**src/rtl/paper_sequencer_if.sv**
```systemverilog
// Program RAM bus between the paper sequencer and its combinational-read RAM.
// The sequencer drives the address, and the RAM returns the word in the same cycle.
interface paper_sequencer_if #(
   parameter int ADDR_W = 2,
   parameter int DATA_W = 2
);
   logic [ADDR_W-1:0] mem_addr;
   logic [DATA_W-1:0] mem_rdata;

   modport master (output mem_addr, input mem_rdata);
   modport slave  (input mem_addr, output mem_rdata);
endinterface

```
**src/rtl/paper_sequencer.sv**
```systemverilog
// Fetch/decode/execute controller for the 2-bit paper processor (INC / JNO / HLT / NOP).
// Owns pc, ir, accumulator, overflow flag and a saturating retired-instruction counter.
module paper_sequencer #(
   parameter int ADDR_W = 2,
   parameter int DATA_W = 2,
   parameter int CNT_W  = 8
) (
   input  logic               clk_i,
   input  logic               rst_ni,
   input  logic               start_i,
   paper_sequencer_if.master  memBus,
   output logic [DATA_W-1:0]  acc_o,
   output logic               ovf_o,
   output logic [ADDR_W-1:0]  pc_o,
   output logic               busy_o,
   output logic               halted_o,
   output logic               illegal_o,
   output logic [CNT_W-1:0]   instr_count_o
);

   typedef enum logic [2:0] {IDLE, FETCH, DECODE, OPERAND, HALT} state_e;

   localparam logic [1:0] OP_INC = 2'b00;
   localparam logic [1:0] OP_JNO = 2'b01;
   localparam logic [1:0] OP_HLT = 2'b10;
   localparam logic [1:0] OP_ILL = 2'b11;

   state_e            state_q, state_d;
   logic [ADDR_W-1:0] pc_q, pc_d;
   logic [DATA_W-1:0] ir_q, ir_d;
   logic [DATA_W-1:0] acc_q, acc_d;
   logic              ovf_q, ovf_d;
   logic [CNT_W-1:0]  instrCount_q, instrCount_d;
   logic              busy_q, busy_d;
   logic              halted_q, halted_d;
   logic              illegal_q, illegal_d;
   logic              retire;
   logic [DATA_W:0]   incSum;
   logic [ADDR_W-1:0] pcPlusOne;

   assign incSum    = {1'b0, acc_q} + {{DATA_W{1'b0}}, 1'b1};
   assign pcPlusOne = pc_q + {{(ADDR_W-1){1'b0}}, 1'b1};

   always_ff @(posedge clk_i or negedge rst_ni) begin
      if (!rst_ni) begin
         state_q      <= IDLE;
         pc_q         <= '0;
         ir_q         <= '0;
         acc_q        <= '0;
         ovf_q        <= 1'b0;
         instrCount_q <= '0;
         busy_q       <= 1'b0;
         halted_q     <= 1'b0;
         illegal_q    <= 1'b0;
      end else begin
         state_q      <= state_d;
         pc_q         <= pc_d;
         ir_q         <= ir_d;
         acc_q        <= acc_d;
         ovf_q        <= ovf_d;
         instrCount_q <= instrCount_d;
         busy_q       <= busy_d;
         halted_q     <= halted_d;
         illegal_q    <= illegal_d;
      end
   end

   always_comb begin
      state_d      = state_q;
      pc_d         = pc_q;
      ir_d         = ir_q;
      acc_d        = acc_q;
      ovf_d        = ovf_q;
      instrCount_d = instrCount_q;
      retire       = 1'b0;

      unique case (state_q)
         IDLE, HALT: begin
            if (start_i) begin
               pc_d         = '0;
               acc_d        = '0;
               ovf_d        = 1'b0;
               instrCount_d = '0;
               state_d      = FETCH;
            end
         end
         FETCH: begin
            ir_d    = memBus.mem_rdata;
            pc_d    = pcPlusOne;
            state_d = DECODE;
         end
         DECODE: begin
            unique case (ir_q[1:0])
               OP_INC: begin
                  acc_d   = incSum[DATA_W-1:0];
                  ovf_d   = incSum[DATA_W];
                  retire  = 1'b1;
                  state_d = FETCH;
               end
               OP_JNO: state_d = OPERAND;
               OP_HLT: begin
                  retire  = 1'b1;
                  state_d = HALT;
               end
               OP_ILL: begin
                  retire  = 1'b1;
                  state_d = FETCH;
               end
            endcase
         end
         OPERAND: begin
            // Branch target is the low bits of the word following the JNO opcode
            pc_d    = ovf_q ? pcPlusOne : memBus.mem_rdata[ADDR_W-1:0];
            retire  = 1'b1;
            state_d = FETCH;
         end
         default: state_d = IDLE;
      endcase

      if (retire && (instrCount_q != {CNT_W{1'b1}})) begin
         instrCount_d = instrCount_q + {{(CNT_W-1){1'b0}}, 1'b1};
      end

      // Status flags are registered from the next state so they line up with it
      busy_d    = (state_d == FETCH) || (state_d == DECODE) || (state_d == OPERAND);
      halted_d  = (state_d == HALT);
      illegal_d = (state_q == FETCH) && (memBus.mem_rdata[1:0] == OP_ILL);
   end

   assign memBus.mem_addr = pc_q;
   assign acc_o           = acc_q;
   assign ovf_o           = ovf_q;
   assign pc_o            = pc_q;
   assign busy_o          = busy_q;
   assign halted_o        = halted_q;
   assign illegal_o       = illegal_q;
   assign instr_count_o   = instrCount_q;

endmodule

```
**src/flat_wrapper.sv**
```systemverilog
// flat-port wrapper written by rule: the top's interface ports become plain ports
module paper_sequencer_flat 
#(
   parameter int ADDR_W = 2,
   parameter int DATA_W = 2,
   parameter int CNT_W  = 8
)
  (clk_i, rst_ni, start_i, acc_o, ovf_o, pc_o, busy_o, halted_o, illegal_o, instr_count_o, memBus_mem_addr, memBus_mem_rdata);
  paper_sequencer_if #(.ADDR_W(ADDR_W), .DATA_W(DATA_W)) memBus_i ();
  input  logic clk_i;
  input  logic rst_ni;
  input  logic start_i;
  output logic [DATA_W-1:0] acc_o;
  output logic ovf_o;
  output logic [ADDR_W-1:0] pc_o;
  output logic busy_o;
  output logic halted_o;
  output logic illegal_o;
  output logic [CNT_W-1:0] instr_count_o;
  output wire logic [$bits(memBus_i.mem_addr)-1:0] memBus_mem_addr;
  input wire logic [$bits(memBus_i.mem_rdata)-1:0] memBus_mem_rdata;
  assign memBus_mem_addr = memBus_i.mem_addr;
  assign memBus_i.mem_rdata = memBus_mem_rdata;
  paper_sequencer #(.ADDR_W(ADDR_W), .DATA_W(DATA_W), .CNT_W(CNT_W)) u_core (.clk_i(clk_i), .rst_ni(rst_ni), .start_i(start_i), .memBus(memBus_i), .acc_o(acc_o), .ovf_o(ovf_o), .pc_o(pc_o), .busy_o(busy_o), .halted_o(halted_o), .illegal_o(illegal_o), .instr_count_o(instr_count_o));
endmodule
```
**config.mk**
```make
export PLATFORM = sky130hd
export DESIGN_NAME = paper_sequencer_flat
export DESIGN_NICKNAME = d
export VERILOG_FILES = /design/src/rtl/paper_sequencer_if.sv /design/src/rtl/paper_sequencer.sv /design/src/flat_wrapper.sv
export SDC_FILE = /design/constraint.sdc
export NUM_CORES = 1
export LEC_CHECK = 0
export CAP_MARGIN = 10
export CORE_ASPECT_RATIO = 1.5
export CORE_MARGIN = 5
export CORE_UTILIZATION = 44
export DETAILED_ROUTE_END_ITERATION = 7
export PLACE_DENSITY = 0.73
export SLEW_MARGIN = 5
export SYNTH_ARGS = -nofsm -noshare
export SYNTH_HDL_FRONTEND = slang
export SYNTH_SLANG_ARGS = --single-unit
```
**constraint.sdc**
```tcl
create_clock -name clk_i -period 1.46 [get_ports clk_i]
set_input_delay 0.438 -clock clk_i [delete_from_list [all_inputs] [get_ports clk_i]]
set_output_delay 0.438 -clock clk_i [all_outputs]
set_load 0.02 [all_outputs]
```
==> flow_summary.ini, run 1 <==
[cts]
cts_tree = built
htree_levels = 1
cts_buffers = 3
path_clk_slew_ns = 0.13
cts_hold_buf = 0
clkLatencyLatePin_ns = 0.30
cts_max_path_buffers = 2
ctsRootBufferMaster = clkbuf_4
cts.sinks = 21

[timing]
finClkSkew_ns = 0.0102
final.setup.tns_ns = -0.0567
fin_ws_ns = -0.0255
max_slew_margin = 0.777
finalHoldViolCount = 0
fin_crit_sh = 1.02
rsz0062_at_grt = true
fmax_mhz = 673
finalCriticalPeriod_ns = 1.49
tightestPinTransition_ns = 0.334
final-setup-viol-count = 3
whs_ns = 0.456
final_max_slew_viol_count = 0

[status]
violations = setup timing
status = complete, but fails checks

[floorplan]
die_area_um2 = 3590
start_util = 0.449
ioPinCount = 23
rows = 22
core-area_um2 = 2420
die_h_um = 70.9
fp.dieW_um = 50.6

[final_layout]
layout_common_cells = buf_4, dfrtp_1, nor2_1, nand2_1
diodes = 0
final_common_cell = buf_4
finish.net_count = 176
multi_input_area_um2 = 577
seq_area_um2 = 533
drive_gt1_frac = 0.476
instances_no_fill = 192
fillers = 218
area_delta_synth_final_pct = 45.1

[worst_setup_path]
cp.arrival_ns = 1.74
cp_cell_sequence = ha_4 > nand3_4 > or3_4 > a21boi_4 > a221o_1
end_kind = flip-flop
cp_max_fo = 4
slowest_delay_ns = 0.44
critPathSlowestCell = dfrtp_2
required_ns = 1.71
crit_type = flip-flop to flip-flop
start_kind = flip-flop

[min_path]
hp-class = input pin to asynchronous set/reset pin

[yosys]
synthesis.area_um2 = 1090
synth_seq_area_share = 0.483
synth_top_area_frac = 0.483
synth_top_cell_by_area = dfrtp_1
netlist_instances = 112
avgSynthCellArea_um2 = 9.71
synth_area_leaders = dfrtp_1, nand3_1, nor2_1
synth_warnings = 0
ys_types = 35
syn_nets = 119
synth-seq-cells = 21

[global_routing]
grt_start_max_net_pins = 22
track_usage = 0.171
overflow = 0
grt_pass1_vias = 1097
antenna_found_initial = 0
grt_pass1_wl_um = 4840

[drt]
ant_nets = 0
drt-initial-drc-count = 28
drc = 0
drt-total-wl_um = 2900
num_vias = 1092
wl_per_cell_um = 15.1
viasPerCell = 5.69
drtPass1Iterations = 5

[place]
dp.cells = 183
routabilityCongestion = 0.912
dp_hpwl_um = 2120
portBuffers = 22

[pwr]
p_per_area_nw_per_um2 = 1990
leakagePower_nw = 0.770
ir_drop_v = 0.00104

[job]
maxCapViolations = 0
==> metal layers <==
metal | GRT usage | vias up | share of wire
li1 | - | 512 | -
met1 | 0.183 | 544 | 0.36
met2 | 0.319 | 32 | 0.59
met3 | 0.0316 | 4 | 0.042
met4 | 0.0597 | 0 | 0.0093
met5 | 0 | - | 0
==> cells in the mapped netlist <==
cell,count
mux2_2,3
nor2b_1,1
o311ai_0,1
nor3_1,4
o21ai_0,8
o21a_1,1
and3_1,2
inv_1,1
a221o_1,2
and2_1,2
or3_1,1
a31oi_1,2
o22ai_1,1
or2_1,1
nand2b_4,1
o211ai_1,1
or2_2,2
nor3b_4,1
dfrtp_1,21
a21o_1,1
nand2_1,10
mux2i_1,1
buf_4,4
nor3b_1,2
buf_6,1
nand2b_1,1
nand3_1,11
nor4_1,2
ha_1,2
buf_2,1
or4_1,1
a21oi_1,5
a32oi_1,1
nor2_1,12
a21boi_2,1
==> final timing paths <==
kind	start	to	slack [ns]	depth (start not counted)
setup / recovery	u_core.instr_count_o[1]$_DFFE_PN0P_	u_core.instr_count_o[5]$_DFFE_PN0P_	-0.03	5
hold / removal	rst_ni	u_core.instr_count_o[5]$_DFFE_PN0P_	0.46	2
setup reg to reg	u_core.instr_count_o[1]$_DFFE_PN0P_	u_core.instr_count_o[5]$_DFFE_PN0P_	-0.03	5
hold reg to reg	u_core.state_q[2]$_DFF_PN0_	u_core.state_q[1]$_DFF_PN0_	0.48	1
max in group asynchronous	rst_ni	u_core.instr_count_o[1]$_DFFE_PN0P_	0.75	2
min in group clk_i	u_core.state_q[2]$_DFF_PN0_	u_core.state_q[1]$_DFF_PN0_	0.48	1
==> power breakdown <==
part,total (mW),leakage [nW],internal (mW),switching [mW]
Combinational,1.88,0.490,0.915,0.961
Clock,0.288,0.0139,0.104,0.183
Sequential,0.976,0.266,0.795,0.181
==> worst max-delay path: cells and delay by family (launching register included) <==
family	cells	cell delay [ns]
simple gates	2	0.48
compound gates	2	0.36
flops	1	0.44
fa+ha+maj	1	0.17
==> layout make-up <==
class / instances / area share
clock inverter: 1 / 0.00476
multi-input combinational: 84 / 0.366
sequential: 21 / 0.338
tap: 24 / 0.0190
inverter: 1 / 0.00238
clock buffer: 3 / 0.0143
timing repair buffer: 58 / 0.256
==> flip-flops by register name, summed over array words and instances (netlist names) <==
name and count:
u_core.state_q 3, u_core.ovf_o 1, u_core.instr_count_o 8, u_core.acc_o 2
u_core.illegal_o 1, u_core.halted_o 1, u_core.busy_o 1, u_core.ir_q 2
u_core.memBus.mem_addr 2
==> stage by stage <==
step | total power [mW] | cell area, µm² | utilization | setup slack, ns
after floorplan | 2.01 | 1120 | - | -0.0533
after global placement | 2.80 | 1560 | 0.644 | -0.172
after detailed placement | 2.85 | 1560 | 0.644 | -0.224
after CTS | 3.16 | 1650 | 0.679 | -0.0377
after global routing | 3.40 | 1580 | 0.651 | -0.0831
final | 3.14 | 1580 | 0.651 | -0.0255
==> what timing repair did <==
action / 4_1_cts / 5_1_grt
resized for setup: 52 / 22
endpoints found under the setup margin: 23 / 26
pin swaps: 5 / 5
buffers inserted: 4 / 1
endpoints found under the hold margin: 0 / 0
==> logic make-up after synthesis <==
family,after synthesis,share of synthesized area
DFF,21,0.483
muxes,4,0.0403
adders and majority gates,2,0.0230
AOI/OAI and AO/OA,24,0.143
buffers and inverters,7,0.0460
and+or+nand+nor,54,0.265
Note: power is estimated with default switching activity, not from simulation.
==> run 2, diff against run 1 <==
CORE_MARGIN = 1   (was 5)
==> flow_summary.ini, run 2 (synthesis results as in run 1) <==
[status]
status = complete, but fails checks
violations = setup timing

[final_layout]
drive_gt1_frac = 0.413
final_common_cell = buf_4
largest_reg_flops = 8
area_delta_synth_final_pct = 45.9
diodes = 0
finish.net_count = 168
post-route-util = 0.694
layout_common_cells = buf_4, dfrtp_1, nor2_1, nand2_1, nand3_1
instances_no_fill = 183

[timing]
finalCriticalPeriod_ns = 1.49
fin_crit_sh = 1.02
tightestPinTransition_ns = 0.319
whs_ns = 0.461
max_slew_margin = 0.785
final-setup-viol-count = 4
fin_ws_ns = -0.0339
rsz0062_at_grt = true
finalHoldViolCount = 0
final_max_slew_viol_count = 0
finClkSkew_ns = 0.0117
fmax_mhz = 669

[cts]
ctsRootBufferMaster = clkbuf_4
cts_max_path_buffers = 2
clkLatencyLatePin_ns = 0.31
htree_levels = 1
cts_tree = built
cts_buffers = 3
cts.sinks = 21
path_clk_slew_ns = 0.13

[min_path]
hp-class = input pin to asynchronous set/reset pin

[drt]
drtPass1Iterations = 4
wl_per_cell_um = 14.9
num_vias = 1043
viasPerCell = 5.70
drt-total-wl_um = 2720
ant_nets = 0
drt-initial-drc-count = 33
drc = 0

[floorplan]
start_util = 0.476
die_area_um2 = 2680
ioPinCount = 23
fp.dieW_um = 42.6
die_h_um = 62.9
core-area_um2 = 2290
rows = 21

[job]
maxCapViolations = 0

[global_routing]
grt_pass1_vias = 1018
antenna_found_initial = 0
grt_start_max_net_pins = 22
grt_pass1_wl_um = 4520
overflow = 0
track_usage = 0.216

[place]
routabilityCongestion = 0.827
portBuffers = 22
dp.cells = 175
post-place-ws_ns = -0.165
dp_hpwl_um = 1910

[worst_setup_path]
crit_type = flip-flop to flip-flop
cp.arrival_ns = 1.75
start_kind = flip-flop
required_ns = 1.71
end_kind = flip-flop
cp_max_fo = 4

[pwr]
leakagePower_nw = 0.736
sw_frac_of_total = 0.418
p_int_mw = 1.85
ir_drop_v = 0.00134
p_clk_frac = 0.090
combinationalPowerShare = 0.596
pwr-share-seq = 0.314
p_switching_mw = 1.32
p_per_area_nw_per_um2 = 2000
[run 2: changes by cell type in the layout (fill, tap and decap cells not counted), moves of 3 or more]
| cell | before | now |
|---|---|---|
| buf_4 | 35 | 27 |
| clkbuf_2 | 9 | 1 |
| clkdlybuf4s15_1 | 0 | 6 |
| clkdlybuf4s15_2 | 0 | 4 |
| buf_2 | 9 | 6 |
[run 2: worst paths after layout]
kind	startpoint	endpoint	slack [ns]	depth (start not counted)
max	u_core.instr_count_o[1]$_DFFE_PN0P_	u_core.instr_count_o[5]$_DFFE_PN0P_	-0.03	5
min	rst_ni	u_core.instr_count_o[5]$_DFFE_PN0P_	0.46	2
max reg2reg	u_core.instr_count_o[1]$_DFFE_PN0P_	u_core.instr_count_o[5]$_DFFE_PN0P_	-0.03	5
min reg2reg	u_core.ovf_o$_DFFE_PN0P_	u_core.ovf_o$_DFFE_PN0P_	0.57	2
max in group asynchronous	rst_ni	u_core.instr_count_o[3]$_DFFE_PN0P_	0.75	2
min in group clk_i	u_core.ovf_o$_DFFE_PN0P_	u_core.ovf_o$_DFFE_PN0P_	0.57	2
[run 2: stage by stage]
step            TNS, ns  cell area, µm²  total power, mW
3_3_place_gp     -0.488            1510             2.72
5_1_grt          -0.342            1590             3.39
3_5_place_dp     -0.654            1510             2.78
4_1_cts        -0.00863            1560             3.06
6_report        -0.0851            1590             3.17
2_1_floorplan    -0.192            1120             2.01
[run 2: layout make-up]
cell class	instances	area, µm²
clock buffer	3	22.5
clock inverter	1	5.00
fill	183	699
inverter	1	3.75
multi-input combinational	84	592
sequential	21	532
tap	23	28.8
timing repair buffer	50	403
[run 2: timing repair]
action	4_1_cts	5_1_grt
buffers inserted	1	3
pin swaps	1	2
gates cloned	0	0
hold buffers	0	0
setup endpoints to repair	24	18
gates resized for setup	51	14
[run 2: critical path, cell delays in order, from the launching register on]
cell      delay (ns)
dfrtp_2         0.42
ha_4            0.16
nand3_4         0.09
or3_4           0.40
a21boi_4        0.19
a221o_1         0.18
[run 2: routing by layer]
metal,up-vias,global-route usage,share of wire
met5,-,0,0
met4,0,0.0742,0.0070
met3,2,0.0202,0.034
met2,27,0.410,0.57
met1,513,0.242,0.39
li1,501,-,-
[run 2: power groups by stage]
stage               clock [mW]  sequential, mW  combinational [mW]
floorplan                    0            1.16               0.848
global placement             0           0.988                1.73
detailed placement           0           0.997                1.78
CTS                      0.295           0.984                1.78
global route             0.312            1.02                2.06
finish                   0.285           0.995                1.89
==> run 3, diff against run 2 <==
clock period = 1.2 ns   (was 1.46 ns; I/O delays follow)
==> flow_summary.ini, run 3 (synthesis results as in run 1) <==
[status]
status = complete, but fails checks
violations = setup timing

[floorplan]
core-area_um2 = 2290
fp.dieW_um = 42.6
start_util = 0.476
rows = 21
ioPinCount = 23
die_h_um = 62.9
die_area_um2 = 2680

[global_routing]
antenna_found_initial = 0
track_usage = 0.280
grt_pass1_wl_um = 5580
grt_start_max_net_pins = 22
grt_pass1_vias = 1239
overflow = 0

[place]
dp_hpwl_um = 2110
placed_area_um2 = 1630
dp.cells = 187
routabilityCongestion = 0.770
portBuffers = 22

[worst_setup_path]
cp.depth = 5
r2r_start = u_core.instr_count_o[1]$_DFFE_PN0P_
endpoint = u_core.instr_count_o[0]$_DFFE_PN0P_
critPathSlowestCell = dfrtp_2
cp_max_fo = 4
crit_path_start = u_core.instr_count_o[1]$_DFFE_PN0P_
required_ns = 1.48
start_kind = flip-flop
reg2reg_depth = 5
cp.arrival_ns = 1.76
crit_type = flip-flop to flip-flop
cp_cell_sequence = ha_4 > nand3_4 > or3_4 > a21boi_4 > mux2_2
r2r_slack_ns = -0.29
cp_top_family = simple AND/OR/NAND/NOR gates
crit_buf_inv = 0
worst_r2r_endpoint = u_core.instr_count_o[0]$_DFFE_PN0P_
end_kind = flip-flop
slowest_delay_ns = 0.43

[timing]
finalHoldViolCount = 0
final-setup-viol-count = 33
finalCriticalPeriod_ns = 1.49
rsz0062_at_grt = true
fmax_mhz = 673
fin_ws_ns = -0.285
finClkSkew_ns = 0.00181
tightestPinTransition_ns = 0.284
final_max_slew_viol_count = 0
whs_ns = 0.359
fin_crit_sh = 1.24
max_slew_margin = 0.808

[final_layout]
layout_common_cells = buf_4, buf_6, dfrtp_1, nor2_1, nand2_1
drive_gt1_frac = 0.617
largest_reg_flops = 8
instances_no_fill = 206
finish.net_count = 191
final_common_cell = buf_4
diodes = 0
post-route-util = 0.848
fillers = 131
area_delta_synth_final_pct = 78.3
finalInstanceArea_um2 = 1940

[pwr]
p_per_area_nw_per_um2 = 2500
leakagePower_nw = 0.911
ir_drop_v = 0.00196
p_total_mw = 4.85

[drt]
drt-initial-drc-count = 41
ant_nets = 0
drt-total-wl_um = 3530
drtPass1Iterations = 4
num_vias = 1171
wl_per_cell_um = 17.1
drc = 0
viasPerCell = 5.68

[cts]
clkLatencyLatePin_ns = 0.33
cts.sinks = 21
cts_buffers = 3
ctsRootBufferMaster = clkbuf_4
cts_max_path_buffers = 2
htree_levels = 1
cts_tree = built
path_clk_slew_ns = 0.13
cts_hold_buf = 0

[job]
maxCapViolations = 0

[min_path]
hp-class = input pin to asynchronous set/reset pin
## run 3: how the worst min path moves through the flow
stage               cells after the start  slack (ns)                                   to                                 from
global placement                        2        0.56          u_core.acc_o[0]$_DFFE_PN0P_          u_core.acc_o[0]$_DFFE_PN0P_
global route                            2        0.35  u_core.instr_count_o[1]$_DFFE_PN0P_                               rst_ni
CTS                                     2        0.36  u_core.instr_count_o[1]$_DFFE_PN0P_                               rst_ni
floorplan                               0        0.06          u_core.acc_o[0]$_DFFE_PN0P_                               rst_ni
detailed placement                      2        0.57  u_core.instr_count_o[4]$_DFFE_PN0P_  u_core.instr_count_o[4]$_DFFE_PN0P_
finish                                  2        0.36          u_core.state_q[2]$_DFF_PN0_                               rst_ni
## run 3: per-layer routing
metal / part of all wire / vias up / wire length, µm / global-route usage
li1: - / 548 / - / -
met4: 0.035 / 0 / 123 / 0.145
met3: 0.022 / 11 / 77 / 0.0318
met1: 0.37 / 586 / 1310 / 0.296
met2: 0.57 / 26 / 2020 / 0.521
met5: 0 / - / 0 / 0
## run 3: where the power goes
| group | switching, mW | total (mW) | leakage, nW | internal [mW] |
|---|---|---|---|---|
| clock network | 0.257 | 0.386 | 0.0139 | 0.128 |
| registers | 0.258 | 1.22 | 0.266 | 0.967 |
| logic | 1.51 | 3.24 | 0.631 | 1.73 |
## run 3: final cells by class
class / instances / area, µm² / area share
Clock inverter: 1 / 7.51 / 0.00387
Tap cell: 23 / 28.8 / 0.0148
Clock buffer: 3 / 22.5 / 0.0116
Inverter: 1 / 3.75 / 0.00194
Multi-Input combinational cell: 84 / 691 / 0.356
Timing Repair Buffer: 73 / 652 / 0.336
Sequential cell: 21 / 533 / 0.275
## run 3: repair_timing
item | CTS | global route
resized for setup | 134 | 12
hold endpoints to repair | 0 | 0
cloned | 1 | 0
endpoints found under the setup margin | 34 | 37
pin swaps | 14 | 6
setup buffers | 12 | 3
## run 3: worst register-to-register path, stage by stage, from the launching register on
cell	delay [ns]
dfrtp_2	0.43
ha_4	0.16
nand3_4	0.08
or3_4	0.40
a21boi_4	0.18
mux2_2	0.18
## run 3: through the flow
stage                     worst slack (ns)  setup TNS, ns
final                               -0.285          -3.91
after global placement              -0.329          -5.03
after floorplan                     -0.313          -1.80
after global routing                -0.350          -5.27
after CTS                           -0.269          -3.60
after detailed placement            -0.367          -5.70
